**src/rtl/rx_pkg.sv**
```systemverilog
// Shared types and constants for the USB full-speed receive bit front end.
package rx_pkg;

  typedef enum logic [1:0] {
    StIdle,
    StActive,
    StEop
  } rx_fe_state_t;

  localparam logic [7:0]  SYNC_BYTE        = 8'h80;
  localparam int unsigned MAX_ONES_RUN     = 6;
  localparam int unsigned DEF_CLKS_PER_BIT = 8;
  localparam int unsigned DEF_SAMPLE_PT    = 3;

endpackage

```
**src/rtl/rx_bit_timer.sv**
```systemverilog
// Bit-period timer: free-runs while enabled, resyncs to zero on a line edge,
// and pulses sample once per bit at SAMPLE_PT.
module rx_bit_timer
  import rx_pkg::*;
#(
  parameter int unsigned CLKS_PER_BIT = DEF_CLKS_PER_BIT,
  parameter int unsigned SAMPLE_PT    = DEF_SAMPLE_PT
) (
  input  logic clk,
  input  logic rst,
  input  logic en,
  input  logic resync,
  output logic sample
);

  localparam int unsigned TW = (CLKS_PER_BIT > 1) ? $clog2(CLKS_PER_BIT) : 1;

  logic [TW-1:0] count_d, count_q;

  always_comb begin
    count_d = count_q;
    if (!en || resync) begin
      count_d = '0;
    end else if (count_q == TW'(CLKS_PER_BIT - 1)) begin
      count_d = '0;
    end else begin
      count_d = count_q + TW'(1);
    end
  end

  always_ff @(posedge clk or posedge rst) begin
    if (rst) begin
      count_q <= '0;
    end else begin
      count_q <= count_d;
    end
  end

  assign sample = en && !resync && (count_q == TW'(SAMPLE_PT));

endmodule

```
**src/rtl/rx_bit_frontend.sv**
```systemverilog
// USB FS receive bit front end: sync, bit timing, NRZI decode, unstuffing, byte
// assembly and SE0 EOP. Define RX_STUFF_ERR_EN to flag and abort on stuff violations.
module rx_bit_frontend
  import rx_pkg::*;
#(
  parameter int unsigned CLKS_PER_BIT = DEF_CLKS_PER_BIT,
  parameter int unsigned SAMPLE_PT    = DEF_SAMPLE_PT
) (
  input  logic       clk,
  input  logic       rst,
  input  logic       dplus_in,
  input  logic       dminus_in,
  input  logic       clear_byte_received,
  output logic       d_edge,
  output logic       eop,
  output logic       byte_received,
  output logic [7:0] rcv_data,
  output logic [3:0] count_bytes,
  output logic       stuff_error
);

`ifdef RX_STUFF_ERR_EN
  localparam bit StuffErrEn = 1'b1;
`else
  localparam bit StuffErrEn = 1'b0;
`endif

  logic         dp_meta_q, sdp_q, sdp_dly_q, dm_meta_q, sdm_q;
  logic         d_edge_q;
  rx_fe_state_t state_d, state_q;
  logic         eop_d, eop_q;
  logic         prev_d, prev_q;
  logic [2:0]   ones_d, ones_q;
  logic [2:0]   bit_cnt_d, bit_cnt_q;
  logic [7:0]   shift_d, shift_q;
  logic [7:0]   rcv_data_d, rcv_data_q;
  logic         byte_rcvd_d, byte_rcvd_q;
  logic [3:0]   count_d, count_q;
  logic         stuff_err_d, stuff_err_q;
  logic         sample, se0, bit_val, pkt_start;

  always_ff @(posedge clk or posedge rst) begin
    if (rst) begin
      dp_meta_q <= 1'b1;
      sdp_q     <= 1'b1;
      sdp_dly_q <= 1'b1;
      dm_meta_q <= 1'b0;
      sdm_q     <= 1'b0;
      d_edge_q  <= 1'b0;
    end else begin
      dp_meta_q <= dplus_in;
      sdp_q     <= dp_meta_q;
      sdp_dly_q <= sdp_q;
      dm_meta_q <= dminus_in;
      sdm_q     <= dm_meta_q;
      d_edge_q  <= sdp_q ^ sdp_dly_q;
    end
  end

  rx_bit_timer #(
    .CLKS_PER_BIT (CLKS_PER_BIT),
    .SAMPLE_PT    (SAMPLE_PT)
  ) u_bit_timer (
    .clk    (clk),
    .rst    (rst),
    .en     (state_q != StIdle),
    .resync (d_edge_q && (state_q == StActive)),
    .sample (sample)
  );

  assign se0     = !sdp_q && !sdm_q;
  assign bit_val = (sdp_q == prev_q);
  // Only a move away from J starts a packet; the J that closes an EOP must not.
  assign pkt_start = d_edge_q && !sdp_dly_q;

  always_comb begin
    state_d     = state_q;
    eop_d       = eop_q;
    prev_d      = prev_q;
    ones_d      = ones_q;
    bit_cnt_d   = bit_cnt_q;
    shift_d     = shift_q;
    rcv_data_d  = rcv_data_q;
    byte_rcvd_d = clear_byte_received ? 1'b0 : byte_rcvd_q;
    count_d     = count_q;
    stuff_err_d = stuff_err_q;

    unique case (state_q)
      StIdle: begin
        if (pkt_start) begin
          state_d     = StActive;
          prev_d      = 1'b1;
          ones_d      = '0;
          bit_cnt_d   = '0;
          shift_d     = '0;
          byte_rcvd_d = 1'b0;
          count_d     = '0;
          stuff_err_d = 1'b0;
        end
      end
      StActive: begin
        if (sample) begin
          if (se0) begin
            state_d   = StEop;
            eop_d     = 1'b1;
            bit_cnt_d = '0;
          end else begin
            prev_d = sdp_q;
            if (ones_q == 3'(MAX_ONES_RUN)) begin
              ones_d = '0;
              if (StuffErrEn && bit_val) begin
                stuff_err_d = 1'b1;
                state_d     = StEop;
                bit_cnt_d   = '0;
              end
            end else begin
              ones_d  = bit_val ? ones_q + 3'd1 : 3'd0;
              shift_d = {bit_val, shift_q[7:1]};
              if (bit_cnt_q == 3'd7) begin
                rcv_data_d  = {bit_val, shift_q[7:1]};
                byte_rcvd_d = 1'b1;
                bit_cnt_d   = '0;
                if (count_q != 4'hF) count_d = count_q + 4'd1;
              end else begin
                bit_cnt_d = bit_cnt_q + 3'd1;
              end
            end
          end
        end
      end
      StEop: begin
        // eop low here means the EOP state was entered on a stuff violation.
        if (!eop_q) begin
          if ((sample && !se0) || d_edge_q) state_d = StIdle;
        end else if (!se0) begin
          state_d = StIdle;
          eop_d   = 1'b0;
        end
      end
      default: state_d = StIdle;
    endcase
  end

  always_ff @(posedge clk or posedge rst) begin
    if (rst) begin
      state_q     <= StIdle;
      eop_q       <= 1'b0;
      prev_q      <= 1'b1;
      ones_q      <= '0;
      bit_cnt_q   <= '0;
      shift_q     <= '0;
      rcv_data_q  <= '0;
      byte_rcvd_q <= 1'b0;
      count_q     <= '0;
      stuff_err_q <= 1'b0;
    end else begin
      state_q     <= state_d;
      eop_q       <= eop_d;
      prev_q      <= prev_d;
      ones_q      <= ones_d;
      bit_cnt_q   <= bit_cnt_d;
      shift_q     <= shift_d;
      rcv_data_q  <= rcv_data_d;
      byte_rcvd_q <= byte_rcvd_d;
      count_q     <= count_d;
      stuff_err_q <= stuff_err_d;
    end
  end

  assign d_edge        = d_edge_q;
  assign eop           = eop_q;
  assign byte_received = byte_rcvd_q;
  assign rcv_data      = rcv_data_q;
  assign count_bytes   = count_q;
  assign stuff_error   = stuff_err_q;

endmodule

```
**config.mk**
```make
export PLATFORM = sky130hd
export DESIGN_NAME = rx_bit_frontend
export DESIGN_NICKNAME = d
export VERILOG_FILES = /design/src/rtl/rx_pkg.sv /design/src/rtl/rx_bit_timer.sv /design/src/rtl/rx_bit_frontend.sv
export SDC_FILE = /design/constraint.sdc
export NUM_CORES = 1
export LEC_CHECK = 0
export ABC_AREA = 1
export CAP_MARGIN = 20
export CORE_MARGIN = 8
export CORE_UTILIZATION = 49
export DETAILED_ROUTE_END_ITERATION = 7
export GPL_ROUTABILITY_DRIVEN = 0
export PLACE_DENSITY = 0.74
export RECOVER_POWER = 50
export SLEW_MARGIN = 10
export SYNTH_ARGS = -nofsm -noshare
export SYNTH_HDL_FRONTEND = slang
export SYNTH_SLANG_ARGS = --single-unit
export TNS_END_PERCENT = 50
```
**constraint.sdc**
```tcl
create_clock -name clk -period 1.45 [get_ports clk]
set_input_delay 0.3625 -clock clk [delete_from_list [all_inputs] [get_ports clk]]
set_output_delay 0.3625 -clock clk [all_outputs]
set_load 0.02 [all_outputs]
```
# Word-level counts from Yosys, hierarchy flattened
# Index checks and enable logic that the tools add are counted.
# op_classes
n_reduce_logical	25
bitwise_logic	3
addsub	4
eq_ne	18
muxes	48
# ops
cell	count
3-bit 2-to-1 mux	11
8-bit 2-to-1 mux	4
4-bit 2-to-1 mux	6
8-bit one-hot mux with 2 select lines	1
5-bit AND reduction	3
1-bit 2-to-1 mux	13
2-bit 2-to-1 mux	6
3-bit one-hot mux with 2 select lines	2
2-bit inequality test (second input constant)	5
3-bit by 1-bit adder with 3-bit output (second input constant)	3
3-bit == test (second input constant)	3
3-bit inequality test (second input constant)	3
4-bit one-hot mux with 2 select lines	1
4-bit AND reduction	2
7-bit AND reduction	1
1-bit logical AND	6
1-bit logical NOT	6
1-bit one-hot mux with 2 select lines	3
2-bit one-hot mux with 3 select lines	1
2-bit nonzero test	3
4-bit by 1-bit adder with 4-bit output (second input constant)	1
2-bit by 1-bit inequality test with 1-bit output (second input constant)	2
4-bit inequality test (second input constant)	1
3-bit by 2-bit == test with 1-bit output (second input constant)	1
other kinds (8)	10
# totals
register_bits	40
output_inout_bits	16

# Longest topological paths before layout
# Gate-level depths: netlist of run 1.
# depth
word_depth	10
mapped_depth	9
ltp_nobuf	9

# Hierarchy
# Synthesis of run 1 repeated with hierarchy kept, for this count alone.
# hier_totals
hier_cells	240
hier_area_um2	1934.4
# modules_own_cells
mod	area_each_um2	seq_area_each_um2	n_inst	cells_per_inst
rx_bit_frontend	1770.4	905.9	1	221
rx_bit_timer	163.9	75.1	1	19

# Worst setup path before layout of run 1
# Ideal clock, no wire load.
# synth_path
kind	register to register
start	register count_q[0] (netlist: count_bytes[0])
end	register count_q[0] (netlist: count_bytes[0])
path_stages_with_launch	10
setup_slack_ps	-78
arrival_ps	1411
required_ps	1332
synth_period_minus_slack_ps	1528
cell_sequence	dfrtp_1 > ha_1 > nand2_1 > inv_1 > nand2_1 > nand2_1 > a21oi_1 > nand2_1 > nand2_1 > nand2_1
# synth_between
elab_chain_len	7
word_cells_on_any_way	10
# synth_lines
item	line	text
start, declared	rx_bit_frontend.sv:38	logic [3:0] count_d, count_q;
start signal, assigned	rx_bit_frontend.sv:165	count_q <= count_d;
4-bit by 1-bit adder with 4-bit output	rx_bit_frontend.sv:123	if (count_q != 4'hF) count_d = count_q + 4'd1;
4-bit 2-to-1 mux	rx_bit_frontend.sv:123	
4-bit 2-to-1 mux	rx_bit_frontend.sv:119	if (bit_cnt_q == 3'd7) begin
4-bit 2-to-1 mux	rx_bit_frontend.sv:109	if (ones_q == 3'(MAX_ONES_RUN)) begin
4-bit 2-to-1 mux	rx_bit_frontend.sv:103	if (se0) begin
4-bit 2-to-1 mux	rx_bit_frontend.sv:102	if (sample) begin
4-bit one-hot mux with 2 select lines	rx_bit_frontend.sv:88	unique case (state_q)
# Parallel ways exist; a longest one is shown, timed or not. The select of a mux whose other input is x is not followed.
# A chain may end at the register's enable or synchronous reset.

# Worst setup path after layout of run 1
# layout_path
start	register sdp_q
end	register rcv_data_q[6] (netlist: rcv_data[6])
# layout_between
elab_chain_len	4
# layout_lines
item	line	text
start, declared	rx_bit_frontend.sv:28	logic dp_meta_q, sdp_q, sdp_dly_q, dm_meta_q, sdm_q;
start signal, assigned	rx_bit_frontend.sv:52	sdp_q <= dp_meta_q;
1-bit logical NOT	rx_bit_frontend.sv:71	assign se0 = !sdp_q && !sdm_q;
1-bit logical AND	rx_bit_frontend.sv:71	
1-bit NOT (no line)	n/a	
5-bit AND reduction (no line)	n/a	
end signal, assigned	rx_bit_frontend.sv:163	rcv_data_q <= rcv_data_d;
end, declared	rx_bit_frontend.sv:36	logic [7:0] rcv_data_d, rcv_data_q;
# No other way between the ends.

==> impl_metrics.csv, run 1 <==
group,metric,value,unit
clocking,cts_max_level,2,
synthesis,synth_cell_types,27,
clocking,postCtsHoldBufs,0,
setup_path,cp_common_cell,"nand2_2",
finish,insertedDiodeCount,0,
finish,layout_commonest_cell,"nand2_1",
run_status,status,"finished, violations left",
setup_path,reg2reg_from,"sdp_q",
flow_run,drv_cap,0,
floorplan,core-area,0.00363,mm^2
floorplan,design.die.area,0.00595,mm^2
synthesis,synth_area,0.00183,mm^2
sta,maxSlewHeadroom,37.8,%
global_routing,grt_max_degree,40,
setup_path,worst_path_largest_cell_delay,0.55,ns
synthesis,synth-main-ff-cell,"dfrtp_1",
clocking,numCtsBuffers,5,
finish,mostFrequentLayoutCells,"58 x nand2_1, 34 x dfrtp_1, 26 x buf_4",
synthesis,ys_seq_area_share,53.5,%
synthesis,synth_nets,221,
floorplan,die_x,77.2,um
routing,dr.pass1.iters,6,
synthesis,synthArstFlopShare,100,%
placement,detailed_place.area,0.00227,mm^2
clocking,path_clk_slew,0.07,ns
floorplan,rows,22,
worst_hold_path,worstHoldStart,"dm_meta_q",
finish,drive_gt1_share,32.5,%
routing,drc,0,
sta,clock.fmax,654,MHz
finish,area_growth,42.9,%
sta,finalHoldViolations,0,
power_and_ir_drop,p_leak,1.36,nW
finish,fill_cells,262,
routing,drtAntennaViolNets,0,
finish,multi_input_area,942,um^2
routing,drtIter0Drc,102,
power_and_ir_drop,p_per_area,1550,mW/mm^2
routing,vias,1596,
setup_path,reg2reg_depth,8,
global_routing,gr-total-overflow,0,
synthesis,yosysTopAreaCellShare,47.8,%
sta,setup_viol,14,
clocking,clock_latency,0.29,ns
finish,post-route-util,72.1,%
synthesis,synth_cells,208,
synthesis,synth-edff-count,0,
clocking,cts_tree,"yes",
power_and_ir_drop,power,0.00407,W
synthesis,avgSynthCellArea,8.81,um^2
sta,tightestPinTransition,0.932,ns
global_routing,track_usage,13.1,%
power_and_ir_drop,peakVddDrop,939,uV
setup_path,crit_chain,"inv_1 -> nand2_2 -> nand2_4 -> nor3_4 -> buf_12 -> nand2_8 -> nand2_2 -> nand2_2",
floorplan,die_y,77.2,um
sta,setup_ws,-0.0780,ns
floorplan,start_util,50.4,%
setup_path,criticalPathCategory,"register to register",
global_routing,antenna_found_initial,0,
setup_path,cp.required,1.64,ns
setup_path,critPathMaxFanout,6,
setup_path,r2r_slack,-0.08,ns
placement,dp.final_hpwl,2580,um
sta,final.period_utilization,105,%
setup_path,critPathSlowestCell,"dfstp_2",
clocking,clockRootBuffer,"clkbuf_8",
global_routing,grt_pass1_vias,1439,
routing,via_per_inst,5.10,
sta,clock_skew,0.00673,ns
finish,nets,277,
synthesis,yosysTopAreaCell,"dfrtp_1",
worst_hold_path,hp-class,"register to register",
global_routing,grt_first_pass_wirelength,6530,um
run_status,violations,"setup timing",
sta,slew_violations,0,
setup_path,cp.arrival,1.72,ns
sta,rsz0062_at_grt,"true",
clocking,clock-sinks,39,
worst_hold_path,holdPathEnd,"sdm_q",
synthesis,synth-seq-cells,39,
finish,finalInstanceArea,0.00262,mm^2
floorplan,design.portCount,21,
routing,routed_wirelength,4370,um
sta,period_needed,1.53,ns
setup_path,cp-start-kind,"register",
routing,avgRoutedWirePerCell,13.9,um
synthesis,ys_warn_count,0,
setup_path,endpoint_kind,"register",
clocking,clk_path_buf_depth,2,
sta,setup_tns,-0.604,ns
worst_hold_path,holdPathStages,0,
finish,seqCellArea,982,um^2
setup_path,r2r_end,"rcv_data[6]",
synthesis,yosys-top-cells-area,"dfrtp_1 48%, nand2_1 15%, dfstp_2 5.7%",
placement,port-buffer-count,19,
[synthesized netlist by cell type (all sizes together) (2+ instances only)]
cell type and number:
o21ai 15, nand2 78, a21oi 6, dfrtp 35, nor2 13, dfstp 4, buf 3, ha 8
nor3 3, xor2 3, nand3b 2, nand3 15, nand4 3, inv 15
[per-stage QoR]
step | setup slack, ns | hold WS, ns | instances
detailed placement | -0.0470 | 0.335 | 294
global route | -0.199 | 0.366 | 313
global placement | -0.00559 | 0.332 | 294
CTS | -0.0240 | 0.351 | 302
floorplan | 0.00172 | 0.331 | 208
finish | -0.0780 | 0.351 | 313
[cell families (layout without fill, tap and decap cells)]
family                     after synthesis  in the layout  synth area share (%)
AOI/OAI and AO/OA                       22             22                  6.35
xor gates and xnor gates                 4              4                  1.91
adders and majority gates                8              8                  5.46
buffers and inverters                   19             75                  4.64
DFF                                     39             39                  53.5
other                                    1              1                 0.205
and+or+nand+nor                        115            116                  27.9
[critical path, delay by kind of cell (launching register included)]
kind | cells | cell delay, ns
flops | 1 | 0.55
buf+inv | 2 | 0.23
simple gates | 6 | 0.63
[routing by layer]
layer / wire (um) / global-route usage (%)
met2: 2270 / 20.4
met4: 91 / 5.85
met1: 1820 / 16.4
met3: 178 / 3.61
met5: 0 / 0
[final cells by class]
class                      count  area share, %
sequential                    39           37.5
multi-input combinational    151           36.0
clock buffer                   6           3.15
inverter                      15           2.15
clock inverter                 2           1.34
timing repair buffer          52           17.6
tap                           48           2.29
[worst max-delay path by stage]
stage	from	end	cells past startpoint
after CTS	count_bytes[1]	count_bytes[0]	9
after global routing	state_q[0]	shift_q[3]	9
after detailed placement	ones_q[0]	shift_q[6]	8
final	sdp_q	rcv_data[6]	8
after floorplan	d_edge	rcv_data[7]	8
after global placement	u_bit_timer.count_q[0]	ones_q[2]	7
[what timing repair did]
action                                  CTS  global route
gates cloned                              0             3
resized for setup                        22            43
setup buffers                             0             8
pin swaps                                 1            17
endpoints found under the setup margin   42            28
[report_power, final]
group,internal (W),switching [W],total (W)
Sequential,0.00133,0.000189,0.00152
Clock,0.000557,0.000378,0.000934
Combinational,0.000728,0.000895,0.00162
Total,0.00261,0.00146,0.00407
[registers in the layout, summed over array words and instances (netlist names), 2 cells and up]
name                 count
bit_cnt_q                3
count_bytes              4
ones_q                   3
rcv_data                 8
shift_q                  7
state_q                  2
u_bit_timer.count_q      3
(Power assumes the default switching activity.)
==> inputs of run 2 (changes only) <==
ABC_AREA = 0   (was 1)
CTS_CLUSTER_SIZE = 10   (was unset)
==> run 2 against run 1 <==
  * First-iteration DRC count up 20%
  * The run still ends with setup timing left
  * Register-to-register slack worse by 0.12 ns
  * Largest power group is now registers
  * Sequential power down 11%
  * Routed wire length up 0.82%
  * Total power down 25%
  * Area after synthesis down 2.3%
  * Synthesized cell count down 22%
  * Die area down 1.8%
==> impl_metrics.csv, run 2 <==
group,metric,value,unit
synthesis,ys_seq_area_share,54.7,%
sta,rsz0062_at_grt,"true",
floorplan,die_y,76.5,um
power_and_ir_drop,p_leak,1.27,nW
routing,drtAntennaViolNets,0,
clocking,clk_path_buf_depth,2,
synthesis,synthArstFlopShare,100,%
synthesis,synth-seq-cells,39,
global_routing,grt_max_degree,27,
setup_path,criticalPathCategory,"register to register",
setup_path,cp.arrival,1.91,ns
synthesis,synth_area,0.00179,mm^2
synthesis,yosysTopAreaCellShare,48.9,%
setup_path,r2r_slack,-0.19,ns
floorplan,die_x,76.5,um
setup_path,cp-start-kind,"register",
sta,setup_viol,30,
routing,dr.pass1.iters,4,
clocking,postCtsHoldBufs,0,
synthesis,yosysMostFrequentCell,"dfrtp_1",
clocking,path_clk_slew,0.13,ns
floorplan,core-area,0.00358,mm^2
synthesis,synth_cells,162,
finish,finalInstanceArea,0.00255,mm^2
routing,drtIter0Drc,122,
sta,clock_skew,0.0154,ns
synthesis,synth_cell_types,41,
synthesis,ys_top_cells_by_count,"35 x dfrtp_1, 28 x nand2_1, 14 x o21ai_0",
synthesis,yosys-top-cells-area,"dfrtp_1 49%, dfstp_2 5.9%, nand2_1 5.9%",
clocking,clock_latency,0.36,ns
synthesis,yosysTopAreaCell,"dfrtp_1",
setup_path,reg2reg_depth,6,
global_routing,grt_pass1_vias,1539,
global_routing,track_usage,14.5,%
worst_hold_path,holdPathEnd,"sdm_q",
finish,mostFrequentLayoutCells,"37 x buf_4, 33 x dfrtp_1, 26 x nand2_1",
setup_path,cp.required,1.71,ns
routing,vias,1511,
power_and_ir_drop,p_int,0.00217,W
placement,port-buffer-count,19,
setup_path,r2r_end,"rcv_data[6]",
routing,routed_wirelength,4400,um
floorplan,start_util,50.1,%
floorplan,rows,22,
power_and_ir_drop,power_frac_comb,25.5,%
sta,final.period_utilization,113,%
sta,period_needed,1.64,ns
finish,drive_gt1_share,46.3,%
routing,drc,0,
placement,dp.final_hpwl,2930,um
power_and_ir_drop,p_per_area,1200,mW/mm^2
setup_path,crit_chain,"ha_4 -> ha_4 -> and2b_2 -> and4_4 -> nand2_8 -> mux2_4",
floorplan,design.portCount,21,
finish,insertedDiodeCount,0,
routing,via_per_inst,5.45,
setup_path,cp_common_cell,"ha_4",
global_routing,gr-total-overflow,0,
run_status,violations,"setup timing",
run_status,status,"finished, violations left",
routing,avgRoutedWirePerCell,15.9,um
setup_path,worst_path_largest_cell_delay,0.43,ns
setup_path,reg2reg_from,"u_bit_timer.count_q[0]",
power_and_ir_drop,swShare,29.1,%
power_and_ir_drop,p_switching,0.000890,W
clocking,cts_tree,"yes",
finish,post-route-util,71.3,%
synthesis,ys_warn_count,0,
placement,detailed_place.area,0.00230,mm^2
power_and_ir_drop,peakVddDrop,1080,uV
finish,nets,241,
setup_path,critPathMaxFanout,5,
synthesis,synth-edff-count,0,
synthesis,synth-main-ff-cell,"dfrtp_1",
clocking,cts_max_level,2,
setup_path,critPathSlowestCell,"dfrtp_1",
clocking,clock-sinks,39,
clocking,numCtsBuffers,5,
setup_path,endpoint_kind,"register",
floorplan,design.die.area,0.00585,mm^2
synthesis,synth_nets,175,
flow_run,drv_cap,0,
global_routing,antenna_found_initial,0,
finish,area_growth,42.5,%
sta,maxSlewHeadroom,54.7,%
worst_hold_path,worstHoldStart,"dm_meta_q",
setup_path,crit_family,"simple AND/OR/NAND/NOR gates",
worst_hold_path,holdPathStages,0,
sta,setup_ws,-0.195,ns
sta,tightestPinTransition,0.679,ns
global_routing,grt_first_pass_wirelength,6910,um
clocking,clockRootBuffer,"clkbuf_4",
finish,largest_reg_flops,8,
power_and_ir_drop,seqPwrFrac,44.4,%
finish,layout_commonest_cell,"buf_4",
setup_path,path_buf_inv,0,
worst_hold_path,hp-class,"register to register",
sta,finalHoldViolations,0,
synthesis,avgSynthCellArea,11.1,um^2
sta,slew_violations,0,
sta,clock.fmax,608,MHz
power_and_ir_drop,power_frac_clock,30.1,%
run 2: changes by cell type after synthesis, sizes merged, moves of 2 or more:
cell and delta:
nand2 -49, nor2 -8, inv -7, mux2 +7
nand3 -6, buf +3, o22ai +3, o31ai +3
nor3 -2, or4 +2
run 2: how the worst max path moves through the flow:
stage	start	end	slack (ns)	cells past startpoint
global route	u_bit_timer.count_q[0]	count_bytes[3]	-0.23	6
global placement	u_bit_timer.count_q[0]	count_bytes[3]	-0.23	6
floorplan	u_bit_timer.count_q[0]	rcv_data[0]	-0.26	7
CTS	u_bit_timer.count_q[0]	rcv_data[6]	-0.22	6
detailed placement	u_bit_timer.count_q[0]	count_bytes[3]	-0.28	6
finish	u_bit_timer.count_q[0]	rcv_data[6]	-0.19	6
run 2: power by group through the flow:
stage               logic, W  registers [W]  clock network [W]
detailed placement  0.000661        0.00136                  0
global route        0.000880        0.00137           0.000990
floorplan           0.000369        0.00136                  0
finish              0.000780        0.00136           0.000920
global placement    0.000621        0.00135                  0
CTS                 0.000715        0.00135           0.000934
run 2: timing repair:
action,in CTS,in global routing
setup buffers,4,11
resized for setup,53,31
setup endpoints to repair,43,44
pin swaps,11,12
gates cloned,1,0
run 2: cells by family (layout without fill, tap and decap cells):
group | after synthesis | count (layout) | share of synthesized area (%)
buffers and inverters | 14 | 80 | 4.68
multiplexers | 8 | 8 | 4.96
flip-flops | 39 | 39 | 54.7
XOR/XNOR | 2 | 2 | 0.978
AO/OA/AOI/OAI | 30 | 30 | 10.1
AND/OR/NAND/NOR | 60 | 61 | 18.8
other | 1 | 1 | 0.209
adder cells (fa/ha/maj) | 8 | 8 | 5.59
run 2: through the flow:
step	instances	setup slack, ns	hold slack (ns)	TNS [ns]	power (W)
finish	277	-0.195	0.353	-3.41	0.00306
global route	277	-0.231	0.367	-4.78	0.00324
CTS	267	-0.220	0.345	-3.09	0.00300
detailed placement	254	-0.280	0.346	-4.07	0.00202
global placement	254	-0.227	0.336	-2.89	0.00197
floorplan	162	-0.260	0.331	-2.33	0.00173
run 2: layout make-up:
cell class | count | area (um^2)
well taps | 48 | 60.1
inverters | 8 | 30.0
multi-input cells | 110 | 898
clock buffers | 5 | 37.5
clock inverters | 3 | 67.6
repair buffers | 64 | 475
flip-flops and latches | 39 | 983
fillers | 236 | 1030
run 2: routing by layer:
layer | wire length, um | vias to the layer above | global-route usage (%)
li1 | - | 696 | -
met1 | 1770 | 762 | 15.3
met2 | 2290 | 42 | 25.5
met3 | 254 | 11 | 5.07
met4 | 84 | 0 | 6.15
met5 | 0 | - | 0
